--- src/rtl/multu_hilo_pkg.sv ---
// Shared ALU definitions: function codes decoded by the ALU, shifter, output MUX
// and the MULTU/HI/LO block, plus the radix-2 shift-add step used by the multiplier.
package multu_hilo_pkg;

  localparam int unsigned WORD_W = 32;
  localparam int unsigned PROD_W = 2 * WORD_W;
  localparam int unsigned ITER_W = 5;

  localparam logic [5:0] FN_SLL   = 6'b000000;
  localparam logic [5:0] FN_MFHI  = 6'b010000;
  localparam logic [5:0] FN_MFLO  = 6'b010010;
  localparam logic [5:0] FN_MULTU = 6'b011001;
  localparam logic [5:0] FN_ADD   = 6'b100000;
  localparam logic [5:0] FN_SUB   = 6'b100010;
  localparam logic [5:0] FN_AND   = 6'b100100;
  localparam logic [5:0] FN_OR    = 6'b100101;
  localparam logic [5:0] FN_SLT   = 6'b101010;

  // One shift-add iteration; the 33-bit sum keeps the carry out of the upper half.
  function automatic logic [PROD_W-1:0] mul_step(input logic [PROD_W-1:0] p,
                                                input logic [WORD_W-1:0] mcand);
    logic [WORD_W:0] sum;
    sum = {1'b0, p[PROD_W-1:WORD_W]} + (p[0] ? {1'b0, mcand} : {(WORD_W+1){1'b0}});
    return {sum, p[WORD_W-1:1]};
  endfunction

endpackage

--- src/rtl/multu_hilo_dp.sv ---
// Multiplier datapath: multiplicand and 64-bit product registers, loaded on accept
// and advanced one shift-add step per RUN cycle.
module multu_hilo_dp
  import multu_hilo_pkg::*;
(
  input  logic              clk,
  input  logic              rst_n,
  input  logic              load_i,
  input  logic              step_i,
  input  logic [WORD_W-1:0] a_i,
  input  logic [WORD_W-1:0] b_i,
  output logic [PROD_W-1:0] prod_o,
  output logic [PROD_W-1:0] prod_step_o
);

  logic [WORD_W-1:0] mcand_q, mcand_d;
  logic [PROD_W-1:0] p_q, p_d;

  assign prod_step_o = mul_step(p_q, mcand_q);
  assign prod_o      = p_q;

  always_comb begin
    // NOTE: every variable gets a hold default first so no path leaves it unassigned (no latch).
    mcand_d = mcand_q;
    p_d     = p_q;
    if (load_i) begin
      mcand_d = a_i;
      p_d     = {{WORD_W{1'b0}}, b_i};
    end else if (step_i) begin
      p_d = prod_step_o;
    end
  end

  always_ff @(posedge clk) begin
    // NOTE: non-blocking assignments so every register samples pre-edge values.
    if (!rst_n) begin
      mcand_q <= '0;
      p_q     <= '0;
    end else begin
      mcand_q <= mcand_d;
      p_q     <= p_d;
    end
  end

endmodule

--- src/rtl/multu_hilo.sv ---
// Sequential unsigned 32x32 MULTU with HI/LO result registers feeding the ALU output MUX.
// Accept in IDLE, 32 shift-add cycles in RUN, commit HI/LO with a one-cycle done in DONE.
module multu_hilo
  import multu_hilo_pkg::*;
(
  input  logic              clk,
  input  logic              rst_n,
  input  logic [WORD_W-1:0] dataA,
  input  logic [WORD_W-1:0] dataB,
  input  logic [5:0]        Signal,
  output logic [WORD_W-1:0] HiOut,
  output logic [WORD_W-1:0] LoOut,
  output logic              busy,
  output logic              done
);

  typedef enum logic [1:0] {
    IDLE = 2'd0,
    RUN  = 2'd1,
    DONE = 2'd2
  } state_e;

  state_e            state_q;
  logic [ITER_W-1:0] cnt_q;
  logic [WORD_W-1:0] hi_q, lo_q;
  logic              busy_q, done_q;

  logic              start;
  logic              step;
  logic [PROD_W-1:0] prod;
  logic [PROD_W-1:0] prod_step;

  assign start = (state_q == IDLE) && (Signal == FN_MULTU);
  assign step  = (state_q == RUN);

  multu_hilo_dp u_dp (
    .clk         (clk),
    .rst_n       (rst_n),
    .load_i      (start),
    .step_i      (step),
    .a_i         (dataA),
    .b_i         (dataB),
    .prod_o      (prod),
    .prod_step_o (prod_step)
  );

  always_ff @(posedge clk) begin
    if (!rst_n) begin
      state_q <= IDLE;
      cnt_q   <= '0;
      hi_q    <= '0;
      lo_q    <= '0;
      busy_q  <= 1'b0;
      done_q  <= 1'b0;
    end else begin
      case (state_q)
        IDLE: begin
          done_q <= 1'b0;
          if (start) begin
            state_q <= RUN;
            cnt_q   <= '0;
            busy_q  <= 1'b1;
          end
        end
        RUN: begin
          cnt_q <= cnt_q + ITER_W'(1);
          // Commit the product of the final step, so HI/LO update on the RUN->DONE edge.
          if (cnt_q == {ITER_W{1'b1}}) begin
            state_q <= DONE;
            hi_q    <= prod_step[PROD_W-1:WORD_W];
            lo_q    <= prod_step[WORD_W-1:0];
            done_q  <= 1'b1;
          end
        end
        DONE: begin
          state_q <= IDLE;
          busy_q  <= 1'b0;
          done_q  <= 1'b0;
        end
        default: begin
          state_q <= IDLE;
          busy_q  <= 1'b0;
          done_q  <= 1'b0;
        end
      endcase
    end
  end

  assign HiOut = hi_q;
  assign LoOut = lo_q;
  assign busy  = busy_q;
  assign done  = done_q;

  logic unused_prod;
  assign unused_prod = ^prod;

endmodule

--- config.mk ---
export PLATFORM = sky130hd
export DESIGN_NAME = multu_hilo
export DESIGN_NICKNAME = d
export VERILOG_FILES = /design/src/rtl/multu_hilo_pkg.sv /design/src/rtl/multu_hilo_dp.sv /design/src/rtl/multu_hilo.sv
export SDC_FILE = /design/constraint.sdc
export NUM_CORES = 1
export LEC_CHECK = 0
export CAP_MARGIN = 20
export CORE_ASPECT_RATIO = 1.4
export CORE_MARGIN = 2
export CORE_UTILIZATION = 50
export DETAILED_ROUTE_END_ITERATION = 10
export PLACE_DENSITY = 0.76
export SETUP_SLACK_MARGIN = 0.15
export SYNTH_ARGS = -nofsm -noshare
export SYNTH_HDL_FRONTEND = slang
export SYNTH_SLANG_ARGS = --single-unit
--- constraint.sdc ---
create_clock -name clk -period 5.86 [get_ports clk]
set_input_delay 1.465 -clock clk [delete_from_list [all_inputs] [get_ports clk]]
set_output_delay 1.465 -clock clk [all_outputs]
set_load 0.005 [all_outputs]
==> metrics.txt, run 1 <==
antenna-violating nets left 0; Seq cells post-synth between 150 and 200; Pint between 1.5 and 2 mW; Compound-Gate Fraction of Synth Area 21.89%; IO Port Bufs 137; min Tclk post-route 3.812 ns; Worst Skew approximately 0.011 ns; Met1 Routed Length about 9000 um; TritonCTS clock tree yes; Flop pwr share ~49%; leak pwr approximately 3.7 nW; area grow syn2layout 25.28%; Seq/Total Area, Yosys 41.65%; first-pass GRT wire length 36890 um; vias per cell 5.704; vias post-DR 7780; DRC Markers 0; Core ar. 16030 um^2; met2 WL approximately 12000 um; Max Root-Sink Buffers 2; clock sink count ~170; Post-Synth Adder-Cell Area around 5.5%; slowest CP cell nand2_1; Total GRT Usage 26.08%; Switch Pwr about 600 uW; clock network power share 47.0%; Final Max Slew Viols 0; final wirelength 22670 um; Slew HR 34.78%; H-tree Lvls 4; Net Count, Synth 1164; met3 routed WL roughly 1400 um; layout cells sized above 1 approximately 4.6%; synthesized cell area about 8100 um^2; Top Metal Used met4; Yosys cell types 55; post-DP HPWL 15820 um; # fillers 1445; Fin Setup TNS 0 ns; maximum vdd drop between 0.15 and 0.2 mV; vias in the first global route 7655; Layout Nets between 1k and 1.5k; Post-Syn Area per Cell 7.685 um^2; Synth Area in XOR/XNOR 3.019%; RSZ-0062 raised after global routing false; CP cell instances clkdlybuf4s50_1, nor4bb_1, nand3b_1, buf_4, or3_1, nand2_1, nor4b_1, a311o_1; initial antenna violation count 0; RD Place Congestion ~0.97; Worst setup EP type flip-flop; largest family of logic cells by synthesized area simple AND/OR/NAND/NOR gates; PostCTS Resize Cnt 0; Antenna diodes 0; EDFF count, synth 0; overall power ~2.4 mW; status finished, final reports clean; CP Max Fanout 35; Chip Width about 110 um; GRT overflow 0; CP top delay family simple AND/OR/NAND/NOR gates; initial core utilization about half; Ys Warns 0; largest net degree at the start of global routing just over 80; Combinational Power Share ~4.3%; CP required about 6.2 ns; Fin. Hold Viols 0; crit path launch type primary input; Largest stage delay, worst path a little over 0.7 ns; Die Ht 154.8 um; CTS Hold Bufs 0; post-synthesis mux area share 0%; Die ar. 17300 um^2; postcts setup bufs 0; CTS Buf Count 17; switching part of the total power ~25%; Skew-Pair Late Insertion Delay 0.44 ns; first-pass detailed-route iteration total 6; routed length per instance 16.62 um; Worst EP arrival slightly above 4 ns; f_max around 0.26 GHz; Worst-Margin Slew 0.9747 ns; row count 55; Final period util roughly two thirds; Simple-Gate Fraction of Synth Area roughly 23%; Primary FF master, synth dfxtp_1; Final Setup Violations 0; clock root buffer clkbuf_16; clock-pin transition on the worst setup and hold timing paths 0.07 ns; worst min path class reg2reg; Syn Inst Count 1057; WP buf/inv 2; crit path kind in2reg; Max Cap Viol 0; 1st-iter DRT viols 471; IO Pins 138; PwrDens 234.6 nW/um^2; ys async rst share 0%
-- metal layers --
metal,vias to the layer above,GRT usage (%)
li1,3851,-
met1,3615,29.86
met2,264,46.20
met3,50,5.878
met4,0,11.70
met5,-,0
-- worst register-to-register path: cells and delay by family (launching register included) --
kind                       cells  cell delay (ns)
AOI/OAI and AO/OA              7             2.07
buffers and inverters          1             0.25
DFF                            1             0.50
adders and majority gates      2             0.60
and+or+nand+nor                1             0.16
-- worst paths after layout --
path                                        from          endpoint  slack, ns  cells past startpoint
worst max-delay path                   Signal[4]   u_dp.prod_o[62]       2.05                      8
worst min-delay path            u_dp.mcand_q[15]  u_dp.mcand_q[15]       0.45                      2
worst max register to register    u_dp.prod_o[0]         HiOut[31]       2.17                     11
worst min register to register  u_dp.mcand_q[15]  u_dp.mcand_q[15]       0.45                      2
-- per-stage QoR --
step | std cells | worst slack, ns | util, % | cell area (um^2) | hold WS (ns)
3_3_place_gp | 1331 | 1.631 | 59.69 | 9570 | 0.4347
5_1_grt | 1364 | 1.927 | 63.46 | 10180 | 0.4719
3_5_place_dp | 1331 | 1.581 | 59.69 | 9570 | 0.4449
6_report | 1364 | 2.048 | 63.46 | 10180 | 0.4510
2_1_floorplan | 1057 | 2.678 | - | 8123 | 0.4241
4_1_cts | 1363 | 2.044 | 63.37 | 10160 | 0.4523
-- logic make-up (layout without fill, tap and decap cells) --
logic type               Yosys count  after routing
AND/OR/NAND/NOR                  414            414
flip-flops                       169            169
adder cells (fa/ha/maj)           35             35
XOR/XNOR                          28             28
buffers and inverters            113            221
AO/OA/AOI/OAI                    298            298
-- layout make-up --
type	count	area [um^2]	share of cell area [%]
timing repair buffer	149	1469	14.44
sequential	169	3385	33.26
clock buffer	17	425.4	4.181
inverter	40	150.1	1.475
tap	199	249.0	2.447
clock inverter	15	165.2	1.623
multi-input combinational	775	4333	42.58
-- registers in the layout, indices dropped and copies added, names as in the netlist --
name and count:
done 1, LoOut 32, u_dp.mcand_q 32, cnt_q 5, HiOut 32, state_q 2, u_dp.prod_o 64, busy 1
-- placed cells by master (no fill, tap or decap), types with 16 or more instances in the layout --
cell type,synthesis,routed
nor3_1,38,37
inv_1,38,38
clkdlybuf4s50_1,0,137
dfxtp_1,169,168
nand3_1,25,25
ha_1,34,34
clkbuf_16,0,17
nand2_1,198,198
and2_1,34,34
o21ai_0,62,62
nor2_1,78,76
a21oi_1,123,122
o22ai_1,31,31
xnor2_1,16,16
-- cells in the mapped netlist (4+ instances only) --
cell        n  area, um^2
nand2_1   198       743.2
dfxtp_1   169        3383
a21oi_1   123       615.6
nor2_1     78       292.8
clkbuf_1   69       259.0
o21ai_0    62       310.3
inv_1      38       142.6
nor3_1     38       190.2
and2_1     34       212.7
ha_1       34       425.4
o22ai_1    31       193.9
nand3_1    25       125.1
xnor2_1    16       140.1
nand4_1    13       81.33
a21o_1     12       90.09
xor2_1     12       105.1
o211ai_1    9       67.56
a211oi_1    8       60.06
a22o_1      8       70.07
a31oi_1     8       50.05
o21bai_1    7       52.55
nand3b_1    5       37.54
or3_1       5       31.28
and3_1      4       25.02
o21a_1      4       30.03
-- power groups by stage --
stage | logic, mW | registers [mW] | clock network, mW
3_3_place_gp | 0.102 | 1.19 | 0
4_1_cts | 0.103 | 1.16 | 1.14
2_1_floorplan | 0.0411 | 1.19 | 0
3_5_place_dp | 0.103 | 1.19 | 0
6_report | 0.104 | 1.16 | 1.12
5_1_grt | 0.112 | 1.16 | 1.18
(Power assumes the default switching activity.)
==> inputs of run 2 (changes only) <==
==> constraint.sdc (replaced) <==
create_clock -name clk -period 4 [get_ports clk]
set_input_delay 1 -clock clk [delete_from_list [all_inputs] [get_ports clk]]
set_output_delay 1 -clock clk [all_outputs]
set_load 0.005 [all_outputs]
==> metrics.txt, run 2 (synthesis gave the netlist of run 1 again) <==
first-pass detailed-route iteration total 5 (-1); post-DP HPWL 16170 um (+2.3%); Chip Width 111.7 um (unchanged); Final period util a little over four fifths; worst min-delay path endpoint HiOut[19]; CP top delay family compound AO/OA/AOI/OAI gates; r2r worst-path depth 9 (-2); max FFs per register 64 (unchanged); f_max between 0.2 and 0.3 GHz; Core ar. 16030 um^2 (unchanged); initial antenna violation count 0 (unchanged); Worst EP arrival 3.67 ns (-0.47 ns); Max Root-Sink Buffers 2 (unchanged); WP buf/inv 0 (-2); min Tclk post-route 3.347 ns; Total GRT Usage 26.55% (+0.46 points); antenna-violating nets left 0 (unchanged); leak pwr 3.727 nW (+0.42%); RSZ-0062 raised after global routing false; final wirelength 23010 um (+1.5%); vias post-DR 7823 (+0.55%); largest net degree at the start of global routing 90 (+9.8%); Fin Setup TNS 0 ns (unchanged); layout cells sized above 1 5.043% (+0.41 points); clock sink count 169 (unchanged); Die Ht 154.8 um (unchanged); most frequent cells in the layout 198 x nand2_1, 167 x dfxtp_1, 137 x clkdlybuf4s50_1; row count 55 (unchanged); RD Place Congestion 0.9691 (+0.40%); clock-pin transition on the worst setup and hold timing paths 0.07 ns (about the same); slowest CP cell dfxtp_2; H-tree Lvls 4 (unchanged); status finished, final reports clean; r2r endpoint HiOut[31]; commonest non-fill, non-tap cell in the layout nand2_1; Largest stage delay, worst path 0.69 ns (-0.02 ns); Max Cap Viol 0 (unchanged); first-pass GRT wire length 37320 um (+1.2%); clock root buffer clkbuf_16; Final Max Slew Viols 0 (unchanged); hold path startpoint HiOut[19]; Final Instance Count excl. Fillers 1369 (+0.37%); IO Port Bufs 137 (unchanged); Worst setup EP type flip-flop; Antenna diodes 0 (unchanged); Die ar. 17300 um^2 (unchanged); vias per cell 5.714 (+0.19%); Fin. Hold Viols 0 (unchanged); CP cell instances and2_1, ha_1, a21oi_1, o21ai_0, a21oi_1, o211ai_1, a221oi_1, o211ai_1, o211a_1; Skew-Pair Late Insertion Delay 0.44 ns (about the same); maximum vdd drop 0.3286 mV (+96%); WHS Path Cells 2 (unchanged); routed length per instance 16.81 um (+1.1%); Slew HR 44.68% (+9.9 points); DRC Markers 0 (unchanged); initial core utilization 50.66% (unchanged); TritonCTS clock tree yes; IO Pins 138 (unchanged); Worst Skew 0.01240 ns (+0.001633 ns); CP required 4.33 ns (-1.86 ns); crit path kind reg2reg; crit path launch type flip-flop; Layout Nets 1264 (+0.40%); worst min path class reg2reg; GRT overflow 0 (unchanged); PwrDens 339.9 nW/um^2 (+45%); r2r startpoint u_dp.prod_o[0]; 1st-iter DRT viols 446 (-5.3%); Worst-Margin Slew 0.8298 ns (-0.1449 ns); CP Max Fanout 33 (-5.7%); vias in the first global route 7660 (+0.065%); Final Setup Violations 0 (unchanged); overall power 3.470 mW (+45%); placed instance count 1337 (+0.45%); area grow syn2layout 25.68%; CTS Buf Count 17 (unchanged); R2R Setup Slk 0.65 ns (-1.52 ns)
-- run 2: area by class of cell --
| cell class | instances | area (um^2) |
|---|---|---|
| timing repair buffer | 154 | 1524 |
| multi-input combinational | 775 | 4333 |
| inverter | 40 | 150.1 |
| clock buffer | 18 | 429.2 |
| tap | 199 | 249.0 |
| clock inverter | 14 | 137.6 |
| fill | 1422 | 5826 |
| sequential | 169 | 3386 |
-- run 2: how the worst max path moves through the flow --
stage | start | end | slack, ns | cells after the start
floorplan | u_dp.prod_o[0] | u_dp.prod_o[58] | 1.15 | 10
global placement | u_dp.prod_o[0] | HiOut[31] | 0.44 | 9
detailed placement | u_dp.prod_o[0] | HiOut[31] | 0.38 | 9
CTS | u_dp.prod_o[0] | HiOut[31] | 0.36 | 9
global route | u_dp.prod_o[0] | HiOut[31] | 0.38 | 9
finish | u_dp.prod_o[0] | HiOut[31] | 0.65 | 9
-- run 2: metal layers --
metal	vias up	global-route usage (%)	part of all wire, %
met5	-	0	0
met4	0	9.230	2.2
met3	37	6.975	6.5
met2	243	47.88	51
met1	3679	30.16	40
li1	3864	-	-
-- run 2: worst reg2reg max path, stage by stage (launching register included) --
cell and delay (ns):
dfxtp_2 0.69, and2_1 0.23, ha_1 0.31, a21oi_1 0.25
o21ai_0 0.17, a21oi_1 0.32, o211ai_1 0.26, a221oi_1 0.67
o211ai_1 0.18, o211a_1 0.17
-- run 2: through the flow --
step / hold slack [ns] / worst slack, ns / utilization (%) / instance area, um^2
floorplan: 0.4241 / 1.148 / - / 8123
detailed placement: 0.4407 / 0.3811 / 60.12 / 9641
finish: 0.4535 / 0.6531 / 63.67 / 10210
global route: 0.4769 / 0.3806 / 63.67 / 10210
CTS: 0.4566 / 0.3642 / 63.66 / 10210
global placement: 0.4327 / 0.4439 / 60.12 / 9641
-- run 2: where the power goes --
part	leakage (nW)	switching (mW)	internal [mW]
registers	1.36	0.00871	1.69
logic	2.09	0.0714	0.0845
clock network	0.272	0.739	0.872
-- run 2: timing repair --
item,4_1_cts,5_1_grt
setup buffers,0,0
endpoints found under the setup margin,0,4
gates resized for setup,0,1
hold buffers,0,0
